<file path="config.mk">
export PLATFORM = sky130hd
export DESIGN_NAME = comparator_flat
export DESIGN_NICKNAME = d
export VERILOG_FILES = /design/src/rtl/comparator_if.sv /design/src/rtl/comparator.sv /design/src/flat_wrapper.sv
export SDC_FILE = /design/constraint.sdc
export NUM_CORES = 1
export LEC_CHECK = 0
export BUFFER_PORTS_ARGS = -buffer_cell sky130_fd_sc_hd__buf_2
export CAP_MARGIN = 20
export CORE_ASPECT_RATIO = 1.25
export CORE_MARGIN = 4
export CORE_UTILIZATION = 49
export DETAILED_ROUTE_END_ITERATION = 7
export PLACE_DENSITY_LB_ADDON = 0.15
export SYNTH_ARGS = -nofsm -noshare
export SYNTH_HDL_FRONTEND = slang
export SYNTH_SLANG_ARGS = --single-unit
</file>
<file path="constraint.sdc">
create_clock -name clk -period 2.7 [get_ports clk]
set_input_delay 0.405 -clock clk [delete_from_list [all_inputs] [get_ports clk]]
set_output_delay 0.405 -clock clk [all_outputs]
set_load 0.05 [all_outputs]
</file>
<file path="src/rtl/comparator_if.sv">
// Bundle of the comparator's sample inputs and registered result/statistics outputs.
// The master side issues samples; the slave side is the comparator itself.
interface comparator_if #(
    parameter int N     = 4,
    parameter int CNT_W = 8
);
    logic             clear;
    logic             in_valid;
    logic             is_signed;
    logic [N-1:0]     a;
    logic [N-1:0]     b;
    logic             out_valid;
    logic             smaller;
    logic             greater;
    logic             equal;
    logic [N-1:0]     max_val;
    logic [N-1:0]     min_val;
    logic [CNT_W-1:0] eq_count;

    modport master (
        output clear, in_valid, is_signed, a, b,
        input  out_valid, smaller, greater, equal, max_val, min_val, eq_count
    );

    modport slave (
        input  clear, in_valid, is_signed, a, b,
        output out_valid, smaller, greater, equal, max_val, min_val, eq_count
    );
endinterface

</file>
<file path="src/rtl/comparator.sv">
// Registered signed/unsigned magnitude comparator with running max/min of all
// accepted operands and a saturating count of equal samples.
module comparator #(
    parameter int N     = 4,
    parameter int CNT_W = 8
) (
    input logic        clk,
    input logic        rst_n,
    comparator_if.slave bus
);
    // Inverting the sign bit maps two's-complement order onto unsigned order,
    // so one unsigned comparator serves both modes.
    localparam logic [N-1:0]     SIGN_FLIP = {1'b1, {(N-1){1'b0}}};
    localparam logic [CNT_W-1:0] CNT_MAX   = '1;

    logic             out_valid_q, out_valid_d;
    logic             smaller_q, smaller_d;
    logic             greater_q, greater_d;
    logic             equal_q, equal_d;
    logic [N-1:0]     max_q, max_d;
    logic [N-1:0]     min_q, min_d;
    logic [CNT_W-1:0] eq_count_q, eq_count_d;
    // Set once the extrema hold at least one sample since reset/clear.
    logic             have_q, have_d;

    logic [N-1:0] flip;
    logic [N-1:0] a_key, b_key, max_key, min_key;
    logic [N-1:0] samp_max, samp_min;
    logic         a_lt_b, a_eq_b;

    // Order keys for the sample and the stored extrema under this sample's mode.
    always_comb begin
        flip     = bus.is_signed ? SIGN_FLIP : '0;
        a_key    = bus.a ^ flip;
        b_key    = bus.b ^ flip;
        max_key  = max_q ^ flip;
        min_key  = min_q ^ flip;
        a_lt_b   = a_key < b_key;
        a_eq_b   = bus.a == bus.b;
        samp_max = a_lt_b ? bus.b : bus.a;
        samp_min = a_lt_b ? bus.a : bus.b;
    end

    // Next-state for result flags and running statistics; clear beats the old
    // statistics but a same-cycle sample still becomes the first one after it.
    always_comb begin
        // NOTE: every _d gets a hold default first so no path leaves it unassigned (no latches).
        out_valid_d = bus.in_valid;
        smaller_d   = smaller_q;
        greater_d   = greater_q;
        equal_d     = equal_q;
        max_d       = max_q;
        min_d       = min_q;
        eq_count_d  = eq_count_q;
        have_d      = have_q;

        if (bus.clear) begin
            max_d      = '0;
            min_d      = '0;
            eq_count_d = '0;
            have_d     = 1'b0;
        end

        if (bus.in_valid) begin
            smaller_d = a_lt_b;
            equal_d   = a_eq_b;
            greater_d = !a_lt_b && !a_eq_b;

            if (bus.clear || !have_q) begin
                max_d = samp_max;
                min_d = samp_min;
            end else begin
                if ((samp_max ^ flip) > max_key) max_d = samp_max;
                if ((samp_min ^ flip) < min_key) min_d = samp_min;
            end
            have_d = 1'b1;

            if (a_eq_b && eq_count_d != CNT_MAX) eq_count_d = eq_count_d + CNT_W'(1);
        end
    end

    // State registers; reset clears everything asynchronously, dropping any pending strobe.
    always_ff @(posedge clk or negedge rst_n) begin
        // NOTE: non-blocking assignments so every flop samples pre-edge values.
        if (!rst_n) begin
            out_valid_q <= 1'b0;
            smaller_q   <= 1'b0;
            greater_q   <= 1'b0;
            equal_q     <= 1'b0;
            max_q       <= '0;
            min_q       <= '0;
            eq_count_q  <= '0;
            have_q      <= 1'b0;
        end else begin
            out_valid_q <= out_valid_d;
            smaller_q   <= smaller_d;
            greater_q   <= greater_d;
            equal_q     <= equal_d;
            max_q       <= max_d;
            min_q       <= min_d;
            eq_count_q  <= eq_count_d;
            have_q      <= have_d;
        end
    end

    assign bus.out_valid = out_valid_q;
    assign bus.smaller   = smaller_q;
    assign bus.greater   = greater_q;
    assign bus.equal     = equal_q;
    assign bus.max_val   = max_q;
    assign bus.min_val   = min_q;
    assign bus.eq_count  = eq_count_q;
endmodule

</file>
<file path="src/flat_wrapper.sv">
// flat-port wrapper written by rule: the top's interface ports become plain ports
module comparator_flat 
#(
    parameter int N     = 4,
    parameter int CNT_W = 8
)
  (clk, rst_n, bus_clear, bus_in_valid, bus_is_signed, bus_a, bus_b, bus_out_valid, bus_smaller, bus_greater, bus_equal, bus_max_val, bus_min_val, bus_eq_count);
  comparator_if #(.N(N), .CNT_W(CNT_W)) bus_i ();
  input logic clk;
  input logic rst_n;
  input wire logic [$bits(bus_i.clear)-1:0] bus_clear;
  input wire logic [$bits(bus_i.in_valid)-1:0] bus_in_valid;
  input wire logic [$bits(bus_i.is_signed)-1:0] bus_is_signed;
  input wire logic [$bits(bus_i.a)-1:0] bus_a;
  input wire logic [$bits(bus_i.b)-1:0] bus_b;
  output wire logic [$bits(bus_i.out_valid)-1:0] bus_out_valid;
  output wire logic [$bits(bus_i.smaller)-1:0] bus_smaller;
  output wire logic [$bits(bus_i.greater)-1:0] bus_greater;
  output wire logic [$bits(bus_i.equal)-1:0] bus_equal;
  output wire logic [$bits(bus_i.max_val)-1:0] bus_max_val;
  output wire logic [$bits(bus_i.min_val)-1:0] bus_min_val;
  output wire logic [$bits(bus_i.eq_count)-1:0] bus_eq_count;
  assign bus_i.clear = bus_clear;
  assign bus_i.in_valid = bus_in_valid;
  assign bus_i.is_signed = bus_is_signed;
  assign bus_i.a = bus_a;
  assign bus_i.b = bus_b;
  assign bus_out_valid = bus_i.out_valid;
  assign bus_smaller = bus_i.smaller;
  assign bus_greater = bus_i.greater;
  assign bus_equal = bus_i.equal;
  assign bus_max_val = bus_i.max_val;
  assign bus_min_val = bus_i.min_val;
  assign bus_eq_count = bus_i.eq_count;
  comparator #(.N(N), .CNT_W(CNT_W)) u_core (.clk(clk), .rst_n(rst_n), .bus(bus_i));
endmodule
</file>
==> Word-level counts from Yosys, hierarchy flattened <==
Index checks and enable logic that the tools add are counted.
{ "classes": {"n_addsub": 1, "n_mul": 0, "div": 0, "magnitude_cmp": 3, "eq_ne": 2, "n_shift": 0, "mux": 16, "n_bitwise": 6, "n_reduce_logical": 7} }
{ "op_table": {"columns": ["operator", "count"], "rows": [
  ["2-to-1 mux 4 bit", 11],
  ["2-to-1 mux 8 bit", 3],
  ["bitwise XOR 4 bit", 6],
  ["adder 8 x 1 -> 8 bit (second input constant)", 1],
  ["< comparator 4 bit", 2],
  ["!= test 8 bit (second input constant)", 1],
  ["== test 4 bit", 1],
  ["greater-than comparator 4 bit", 1],
  ["zero test 1 bit", 3],
  ["logical AND 1 bit", 2],
  ["2-to-1 mux 1 bit", 2],
  ["nonzero test 2 bit", 1],
  ["logical OR 1 bit", 1]
]} }
{ "word_totals": {"regBits": 21, "latch_bits": 0, "ramBits": 0, "romBits": 0, "in_bits": 13, "out_inout_bits": 20, "elab_cells": 43, "mem_count": 0} }

==> Longest topological paths before layout <==
Gate-level depths: netlist (run 1).
{ "logic_depth": {"ltp_word": 9, "mapped_depth": 12, "ltp_nobuf": 12} }

==> Worst setup path after synthesis (run 1) <==
No wires, ideal clock.
{ "synth_timing": {"path_type": "input port to flip-flop", "startpoint": "in bus_a[3]", "endpoint": "reg u_core.max_q[1], in the netlist u_core.bus.max_val[1]", "arrival_ps": 2917, "t_required_ps": 2575, "slack_ps": -341, "cell_stages": 12, "path_cell_list": "buf_2 nand2b_1 buf_2 and2_1 a21oi_2 mux2_2 ha_1 nor2b_1 o21ai_0 a21oi_1 o21ai_1 mux2_2"} }
{ "synth_between": {"elab_chain_len": 8} }
{ "synth_rtl": {"columns": ["element", "line", "source"], "rows": [
  ["start, declared", "flat_wrapper.sv:14", "input wire logic [$bits(bus_i.a)-1:0] bus_a;"],
  ["bitwise XOR 4 bit", "comparator.sv:34", "a_key = bus.a ^ flip;"],
  ["< comparator 4 bit", "comparator.sv:38", "a_lt_b = a_key < b_key;"],
  ["2-to-1 mux 4 bit *", "comparator.sv:40", "samp_max = a_lt_b ? bus.b : bus.a;"],
  ["bitwise XOR 4 bit", "comparator.sv:73", "if ((samp_max ^ flip) > max_key) max_d = samp_max;"],
  ["greater-than comparator 4 bit", "comparator.sv:73", null],
  ["2-to-1 mux 4 bit", "comparator.sv:73", null],
  ["2-to-1 mux 4 bit *", "comparator.sv:69", "if (bus.clear || !have_q) begin"],
  ["2-to-1 mux 4 bit *", "comparator.sv:64", "if (bus.in_valid) begin"],
  ["named net u_core.max_d[1]", "comparator.sv:20", "logic [N-1:0] max_q, max_d;"],
  ["end signal, assigned", "comparator.sv:99", "max_q <= max_d;"],
  ["end, declared", "comparator.sv:20", null]
]} }
Mark *: on every way through the listed nets, which the timed path passes. The rest lies on a longest branch.
A chain may end at the register's enable or synchronous reset.

==> Worst setup path after layout (run 1) <==
{ "layout_timing": {"startpoint": "in bus_a[2]", "endpoint": "reg u_core.max_q[1], in the netlist u_core.bus.max_val[1]"} }
The elaborated chain is that of the path after synthesis.

==> results of run 1 <==
[kinds of logic (layout without fill, tap and decap cells)]
| kind of cell | count (synthesis) | count (layout) | synth area share [%] |
|---|---|---|---|
| AOI/OAI and AO/OA | 24 | 24 | 10.6 |
| xor gates and xnor gates | 10 | 10 | 6.32 |
| adders and majority gates | 12 | 12 | 9.82 |
| buffers and inverters | 18 | 65 | 5.32 |
| DFF | 21 | 21 | 34.9 |
| muxes | 20 | 20 | 14.1 |
| and+or+nand+nor | 57 | 57 | 19.0 |
[layer usage]
metal | up-vias | wire [um] | track usage, %
met5 | - | 0 | 0
met4 | 0 | 73 | 5.41
met3 | 8 | 164 | 2.96
met2 | 39 | 1810 | 32.5
met1 | 652 | 1490 | 22.7
li1 | 656 | - | -
[state kept, by name, summed over array words and instances, names as in the netlist]
| register | cells |
|---|---|
| u_core.bus.smaller | 1 |
| u_core.bus.eq_count | 8 |
| u_core.have_q | 1 |
| u_core.bus.equal | 1 |
| u_core.bus.greater | 1 |
| u_core.bus.out_valid | 1 |
| u_core.bus.max_val | 4 |
| u_core.bus.min_val | 4 |
[final cells by class]
type | instances | area (um2) | area share (%)
clock buffer | 4 | 26.3 | 1.34
timing repair buffer | 52 | 314 | 16.1
tap | 36 | 45.0 | 2.30
inverter | 9 | 33.8 | 1.73
multi-input combinational | 123 | 1010 | 51.7
sequential | 21 | 526 | 26.9
[synthesized netlist by cell type, types with 2 or more instances]
cell,count
sky130_fd_sc_hd__a21oi_1,4
sky130_fd_sc_hd__a221oi_1,2
sky130_fd_sc_hd__buf_2,4
sky130_fd_sc_hd__clkbuf_1,4
sky130_fd_sc_hd__dfrtp_1,21
sky130_fd_sc_hd__ha_1,11
sky130_fd_sc_hd__inv_1,9
sky130_fd_sc_hd__mux2_2,9
sky130_fd_sc_hd__mux2i_1,11
sky130_fd_sc_hd__nand2_1,9
sky130_fd_sc_hd__nand2b_1,10
sky130_fd_sc_hd__nand3_1,2
sky130_fd_sc_hd__nand4_1,2
sky130_fd_sc_hd__nor2_1,18
sky130_fd_sc_hd__nor2b_1,5
sky130_fd_sc_hd__nor3_1,3
sky130_fd_sc_hd__nor4_1,4
sky130_fd_sc_hd__o21ai_0,6
sky130_fd_sc_hd__o22a_1,2
sky130_fd_sc_hd__o22ai_1,4
sky130_fd_sc_hd__xnor2_1,8
[critical path, stage by stage]
cell	delay, ns
sky130_fd_sc_hd__buf_2	0.12
sky130_fd_sc_hd__ha_4	0.26
sky130_fd_sc_hd__a21oi_4	0.17
sky130_fd_sc_hd__o21ai_4	0.09
sky130_fd_sc_hd__buf_4	0.15
sky130_fd_sc_hd__a21oi_4	0.19
sky130_fd_sc_hd__mux2_4	0.34
sky130_fd_sc_hd__ha_4	0.22
sky130_fd_sc_hd__nor2b_1	0.12
sky130_fd_sc_hd__o21ai_1	0.11
sky130_fd_sc_hd__a21oi_1	0.09
sky130_fd_sc_hd__o21ai_2	0.23
sky130_fd_sc_hd__mux2_4	0.32
[final timing paths]
kind / slack (ns) / cells past startpoint / end / from
min in group clk: 0.32 / 1 / u_core.bus.out_valid$_DFF_PN0_ / bus_in_valid
hold reg to reg: 0.52 / 1 / u_core.bus.smaller$_DFFE_PN0P_ / u_core.bus.smaller$_DFFE_PN0P_
setup reg to reg: 0.82 / 7 / u_core.bus.min_val[1]$_DFF_PN0_ / u_core.bus.min_val[3]$_DFF_PN0_
max in group asynchronous: 2.33 / 1 / u_core.bus.eq_count[0]$_DFF_PN0_ / rst_n
setup / recovery: 0.08 / 13 / u_core.bus.max_val[1]$_DFF_PN0_ / bus_a[2]
hold / removal: 0.04 / 1 / u_core.bus.eq_count[5]$_DFF_PN0_ / rst_n
[timing repair]
action,CTS,global route
pin swaps,0,8
endpoints found under the setup margin,3,7
setup buffers,0,1
resized for setup,2,7
hold buffers,0,0
hold endpoints to repair,0,0
[power by group through the flow]
stage | sequential (mW) | combinational [mW] | clock, mW
4_1_cts | 0.364 | 0.444 | 0.161
5_1_grt | 0.368 | 0.501 | 0.174
2_1_floorplan | 0.479 | 0.209 | 0
3_3_place_gp | 0.368 | 0.426 | 0
3_5_place_dp | 0.370 | 0.438 | 0
6_report | 0.363 | 0.461 | 0.155
[through the flow]
stage	hold WS (ns)	setup slack, ns	cells
after floorplan	0.109	0.00180	162
after global placement	0.384	-0.319	240
after detailed placement	0.394	-0.394	240
after CTS	0.0488	0.0269	244
after global routing	0.0628	-0.00950	245
final	0.0387	0.0846	245
==> results.txt, run 1 <==
----------------------------------------------------
[Power]
  Share of power burned in combinational logic ... 47.0%
  VDD IR max ... approximately 0.34 mV
  Reg power frac ... roughly 37%
  Switching pwr ... 0.397 mW
  Areal power density over the cells ... 501 nW/um2
  Share of total power in the clock network ... approximately 16%
  Leak Pwr ... between 0.9 and 1 nW
  Total design power ... roughly 0.98 mW
  Switching share of power ... 40.5%
  Internal power component ... approximately 0.6 mW

[Global route]
  Remaining global-route overflow ... 0
  Initial antenna violation count ... 0
  Aggregate global-route resource usage ... between 10% and 20%
  Global-route wire length before repair ... a little over 6000 um
  Via count of the first global-routing pass ... around 1400
  Pin count of the biggest net entering global routing ... 22

[Detailed routing]
  DR vias/cell ... 5.53
  Number of remaining DRC errors ... 0
  Pre-Repair DR Iteration Count ... 4
  Number of violations reported at the end of detailed-routing iteration 0 ... 46
  Routed vias ... around 1400
  WL final ... between 3000 and 4000 um
  Average detailed-routed wire length per instance ... 14.4 um
  Number of nets with antenna violations after detailed routing ... 0

[Finish]
  Diodes inserted ... 0
  Most common cell after layout, fill and taps aside ... sky130_fd_sc_hd__buf_2
  Commonest cells after routing, fill and taps aside ... sky130_fd_sc_hd__buf_2 (32), sky130_fd_sc_hd__dfrtp_1 (21), sky130_fd_sc_hd__buf_4 (19)
  Share of post-route cells with drive strength above 1 ... about two fifths
  Final design instance area without fill ... ~2000 um2
  Area Overhead vs Synth ... 30.0%
  Utilization after layout ... 66.4%
  Nets ... approximately 230
  Fill cell count ... 240

[Floorplanning]
  Die X-Extent ... approximately 58 um
  I/O pin cnt ... 33
  Die height ... 69.9 um
  Initial Util ... between 50% and 60%
  FP Rows ... 22
  Die area ... around 4000 um2
  Core region area ... 2950 um2

[Timing]
  Part of the cycle the worst path needs ... between 90 and 100%
  Clk_skew ... 0.0106 ns
  Post-layout min period ... 2.62 ns
  Total Negative Setup Slacks ... 0 ns
  Worst-Margin Slew ... roughly 0.48 ns
  Max-slew violations ... 0
  Worst slew margin ... 68.0%
  # setup viols final ... 0
  Endpoints failing hold ... 0
  Max Clk Rate ... roughly 0.38 GHz

[Synthesis]
  EDFF count, synth ... 0
  Fraction of the yosys area taken by sequential cells ... a little over a third
  Yosys warns ... 0
  Async set-or-reset flop fraction in the synthesized netlist ... 100%
  Top FF cell, synth ... sky130_fd_sc_hd__dfrtp_1
  Post-Synthesis Mean Instance Area ... approximately 9.3 um2
  Synth area leader ... sky130_fd_sc_hd__dfrtp_1
  Post-Syn Area ... 1500 um2
  Syn Nets ... 186
  Yosys cell types ... 35
  Area contributors post-synth ... sky130_fd_sc_hd__dfrtp_1 (35%), sky130_fd_sc_hd__ha_1 (9.2%), sky130_fd_sc_hd__mux2i_1 (7.3%), sky130_fd_sc_hd__mux2_2 (6.7%), sky130_fd_sc_hd__xnor2_1 (4.7%)
  Flip-flop and latch count after synthesis ... 21
  Share of the synthesized area in the top cell type ... between 30% and 40%
  Synthesized netlist cell count ... 162

[Place]
  Instance area at placement ... approximately 1900 um2
  HPWL after detailed placement ... about 2800 um
  Number of buffer cells added on primary ports ... 32
  Routability-driven placement congestion ratio ... 0.833

[Critical path]
  Critical path class ... in -> reg
  Sort of element at the end of the critical path ... register
  CP required ... approximately 2.9 ns
  Crit start category ... input port
  Worst Path Arrival ... roughly 2.8 ns
  Max FO, Critical Path ... 4

[Clock tree]
  Insertion delay of the later-clocked pin in the worst-skew pair ... approximately 0.30 ns
  TritonCTS buffer count ... 3
  TritonCTS clock tree ... built
  Longest Clk Path Bufs ... 2
  Clock net sink count ... 21
  H-tree lvl count ... 1
  Clock Tree Root ... sky130_fd_sc_hd__clkbuf_4
  Clock input transition at the sequential cells of the worst setup and hold paths ... 0.13 ns

[Status]
  Status ... complete, no violations

[Min path]
  Worst hold path class ... in -> async

[Job]
  Max_cap viols ... 0

----------------------------------------------------
Note: power is estimated with default switching activity, not from simulation.
==> run 2: changes to the inputs <==
- CORE_ASPECT_RATIO: 1.25 -> 0.5
- CORE_UTILIZATION: 49 -> 40
- SETUP_SLACK_MARGIN: not set -> 0.2
==> run 2 against run 1 <==
Net effect:
- wire length is 1.1% lower
- clock power is 35% higher
- flip-flop and latch count stayed put
- critical path type unchanged
- design area is 3.8% higher
- critical endpoint is now u_core.bus.min_val[2]$_DFF_PN0_
- final cell count is 4.9% higher
- total power is 6.9% higher
- utilization is 8.8 points lower
- highest routed layer is now met3
==> results.txt, run 2 (synthesis gave the netlist of run 1 again) <==
----------------------------------------------------
[Status]
  Status ... complete, no violations

[Timing]
  Part of the cycle the worst path needs ... a little under 100%
  Clk_skew ... about 0.00095 ns
  Max-slew violations ... 0
  Post-layout min period ... between 2 and 3 ns
  Endpoints failing hold ... 0
  # setup viols final ... 0
  Worst-Margin Slew ... roughly 0.47 ns
  Max Clk Rate ... 0.374 GHz
  Worst slew margin ... around two thirds
  RSZ-0062 raised after global routing ... true

[Finish]
  Number of standard cells in the layout, taps in and fillers out ... approximately 260
  Share of post-route cells with drive strength above 1 ... 38.8%
  Multi-input combinational cell area ... 1040 um2
  Largest register FFs ... 8
  Diodes inserted ... 0
  FF+latch area ... around 530 um2
  Fill cell count ... ~360
  Most common cell after layout, fill and taps aside ... sky130_fd_sc_hd__buf_2
  Commonest cells after routing, fill and taps aside ... sky130_fd_sc_hd__buf_2 (29), sky130_fd_sc_hd__dfrtp_1 (21), sky130_fd_sc_hd__nor2_1 (17)
  Area Overhead vs Synth ... 35.0%
  Nets ... approximately 230

[Clock tree]
  Clock input transition at the sequential cells of the worst setup and hold paths ... 0.08 ns
  H-tree lvl count ... 1
  Clock Tree Root ... sky130_fd_sc_hd__clkbuf_8
  Insertion delay of the later-clocked pin in the worst-skew pair ... between 0.2 and 0.3 ns
  TritonCTS buffer count ... 3
  Longest Clk Path Bufs ... 2
  TritonCTS clock tree ... built
  Clock net sink count ... 21
  CTS Hold Buffers Added ... 0

[Floorplanning]
  Initial Util ... 42.6%
  Core region area ... 3530 um2
  FP Rows ... 15
  Die area ... roughly 5000 um2
  Die height ... 51.4 um
  Die X-Extent ... 94.7 um
  I/O pin cnt ... 33

[Power]
  Total design power ... roughly 1.0 mW
  Leak Pwr ... between 0.9 and 1 nW
  VDD IR max ... 0.196 mV
  Areal power density over the cells ... about 520 nW/um2

[Global route]
  Aggregate global-route resource usage ... between 10% and 20%
  Most Used Layer, Global Route ... met2
  Remaining global-route overflow ... 0
  Global routing met1 resource utilization ... roughly a fifth
  Global-route wire length before repair ... approximately 5700 um
  Via count of the first global-routing pass ... 1191
  Initial antenna violation count ... 0
  Met3 Track Usage GR ... under 10%
  Pin count of the biggest net entering global routing ... 22
  Global routing met2 resource utilization ... a little under a quarter

[Critical path]
  Sort of element at the end of the critical path ... register
  Largest stage delay, worst path ... roughly 0.34 ns
  Crit start category ... input port
  Cell with the largest stage delay on the worst path ... sky130_fd_sc_hd__a221oi_2
  Max FO, Critical Path ... 4
  Critical Path, Cell by Cell ... buf_8 > ha_4 > a21oi_4 > o21ai_4 > mux2i_2 > a221oi_2 > ha_1 > nor2_2 > nor3_4 > a21o_1 > a41o_1 > mux2_4
  CP required ... approximately 2.9 ns
  Buf/Inv on CP ... 1
  Critical path class ... in -> reg
  Cell class contributing the biggest share of worst-path delay ... compound AO/OA/AOI/OAI gates
  Worst Path Arrival ... roughly 2.8 ns

[Place]
  Number of instances in the placed design ... around 250
  HPWL after detailed placement ... ~2600 um
  Number of buffer cells added on primary ports ... 32
  Routability-driven placement congestion ratio ... about 0.74

[Job]
  Max_cap viols ... 0

[Detailed routing]
  Number of remaining DRC errors ... 0
  Average detailed-routed wire length per instance ... 13.6 um
  Routed vias ... 1286
  WL final ... between 3000 and 4000 um
  Pre-Repair DR Iteration Count ... 4
  Number of violations reported at the end of detailed-routing iteration 0 ... 39
  DR vias/cell ... roughly 5.0
  Number of nets with antenna violations after detailed routing ... 0

[Min path]
  Worst hold path class ... in -> async

----------------------------------------------------
==> run 2: changes by cell type in the layout (fill, tap and decap cells not counted), moves of 2 or more <==
cell,delta
sky130_fd_sc_hd__buf_4,-3
sky130_fd_sc_hd__buf_6,+2
sky130_fd_sc_hd__buf_2,-3
sky130_fd_sc_hd__clkbuf_8,+3
sky130_fd_sc_hd__clkbuf_4,-3
==> run 2: worst paths after layout <==
check	startpoint	endpoint	slack, ns	cells past startpoint
max	bus_a[2]	u_core.bus.min_val[2]$_DFF_PN0_	0.02	12
min	rst_n	u_core.bus.eq_count[3]$_DFF_PN0_	0.09	1
max reg2reg	u_core.bus.min_val[3]$_DFF_PN0_	u_core.bus.min_val[3]$_DFF_PN0_	0.69	7
min reg2reg	u_core.bus.equal$_DFFE_PN0P_	u_core.bus.equal$_DFFE_PN0P_	0.54	2
max in group asynchronous	rst_n	u_core.bus.min_val[0]$_DFF_PN0_	2.29	1
min in group clk	bus_in_valid	u_core.bus.out_valid$_DFF_PN0_	0.37	1
==> run 2: layout make-up <==
| cell class | count | area share [%] |
|---|---|---|
| Inverter | 9 | 1.79 |
| Timing Repair Buffer | 49 | 15.5 |
| Sequential cell | 21 | 25.9 |
| Clock inverter | 1 | 0.246 |
| Tap cell | 51 | 3.14 |
| Clock buffer | 3 | 2.03 |
| Multi-Input combinational cell | 123 | 51.4 |
==> run 2: power by group <==
group,total (mW),internal [mW],switching [mW]
clock,0.210,0.103,0.107
sequential,0.366,0.346,0.0205
combinational,0.471,0.186,0.285
==> run 2: worst reg2reg max path: stages, from the launching register on <==
cell and delay [ns]:
sky130_fd_sc_hd__dfrtp_1 0.41, sky130_fd_sc_hd__xnor2_1 0.14, sky130_fd_sc_hd__ha_1 0.31, sky130_fd_sc_hd__nand2_1 0.11, sky130_fd_sc_hd__nor3_4 0.22, sky130_fd_sc_hd__buf_4 0.14, sky130_fd_sc_hd__a41o_1 0.23, sky130_fd_sc_hd__mux2_2 0.35
==> run 2: repair_timing <==
| item | CTS | global route |
|---|---|---|
| pin swaps | 6 | 8 |
| endpoints found under the hold margin | 0 | 0 |
| setup buffers | 0 | 2 |
| setup endpoints to repair | 8 | 7 |
| gates resized for setup | 13 | 5 |
| gates cloned | 0 | 0 |
==> run 2: layer usage <==
layer  routed length (um)  vias up
met3                  146        0
met5                    0        -
li1                     -      650
met4                    0        0
met2                 1600       27
met1                 1750      609
==> run 2: through the flow <==
| stage | TNS (ns) | utilization (%) | hold slack [ns] | instance area [um2] | setup slack, ns |
|---|---|---|---|---|---|
| after floorplan | 0 | - | 0.109 | 1610 | 0.00615 |
| after global placement | -1.25 | 53.3 | 0.398 | 1880 | -0.279 |
| after detailed placement | -1.73 | 53.3 | 0.396 | 1880 | -0.391 |
| after CTS | 0 | 56.4 | 0.108 | 1990 | 0.101 |
| after global routing | -0.0242 | 57.6 | 0.128 | 2030 | -0.0203 |
| final | 0 | 57.6 | 0.0879 | 2030 | 0.0242 |
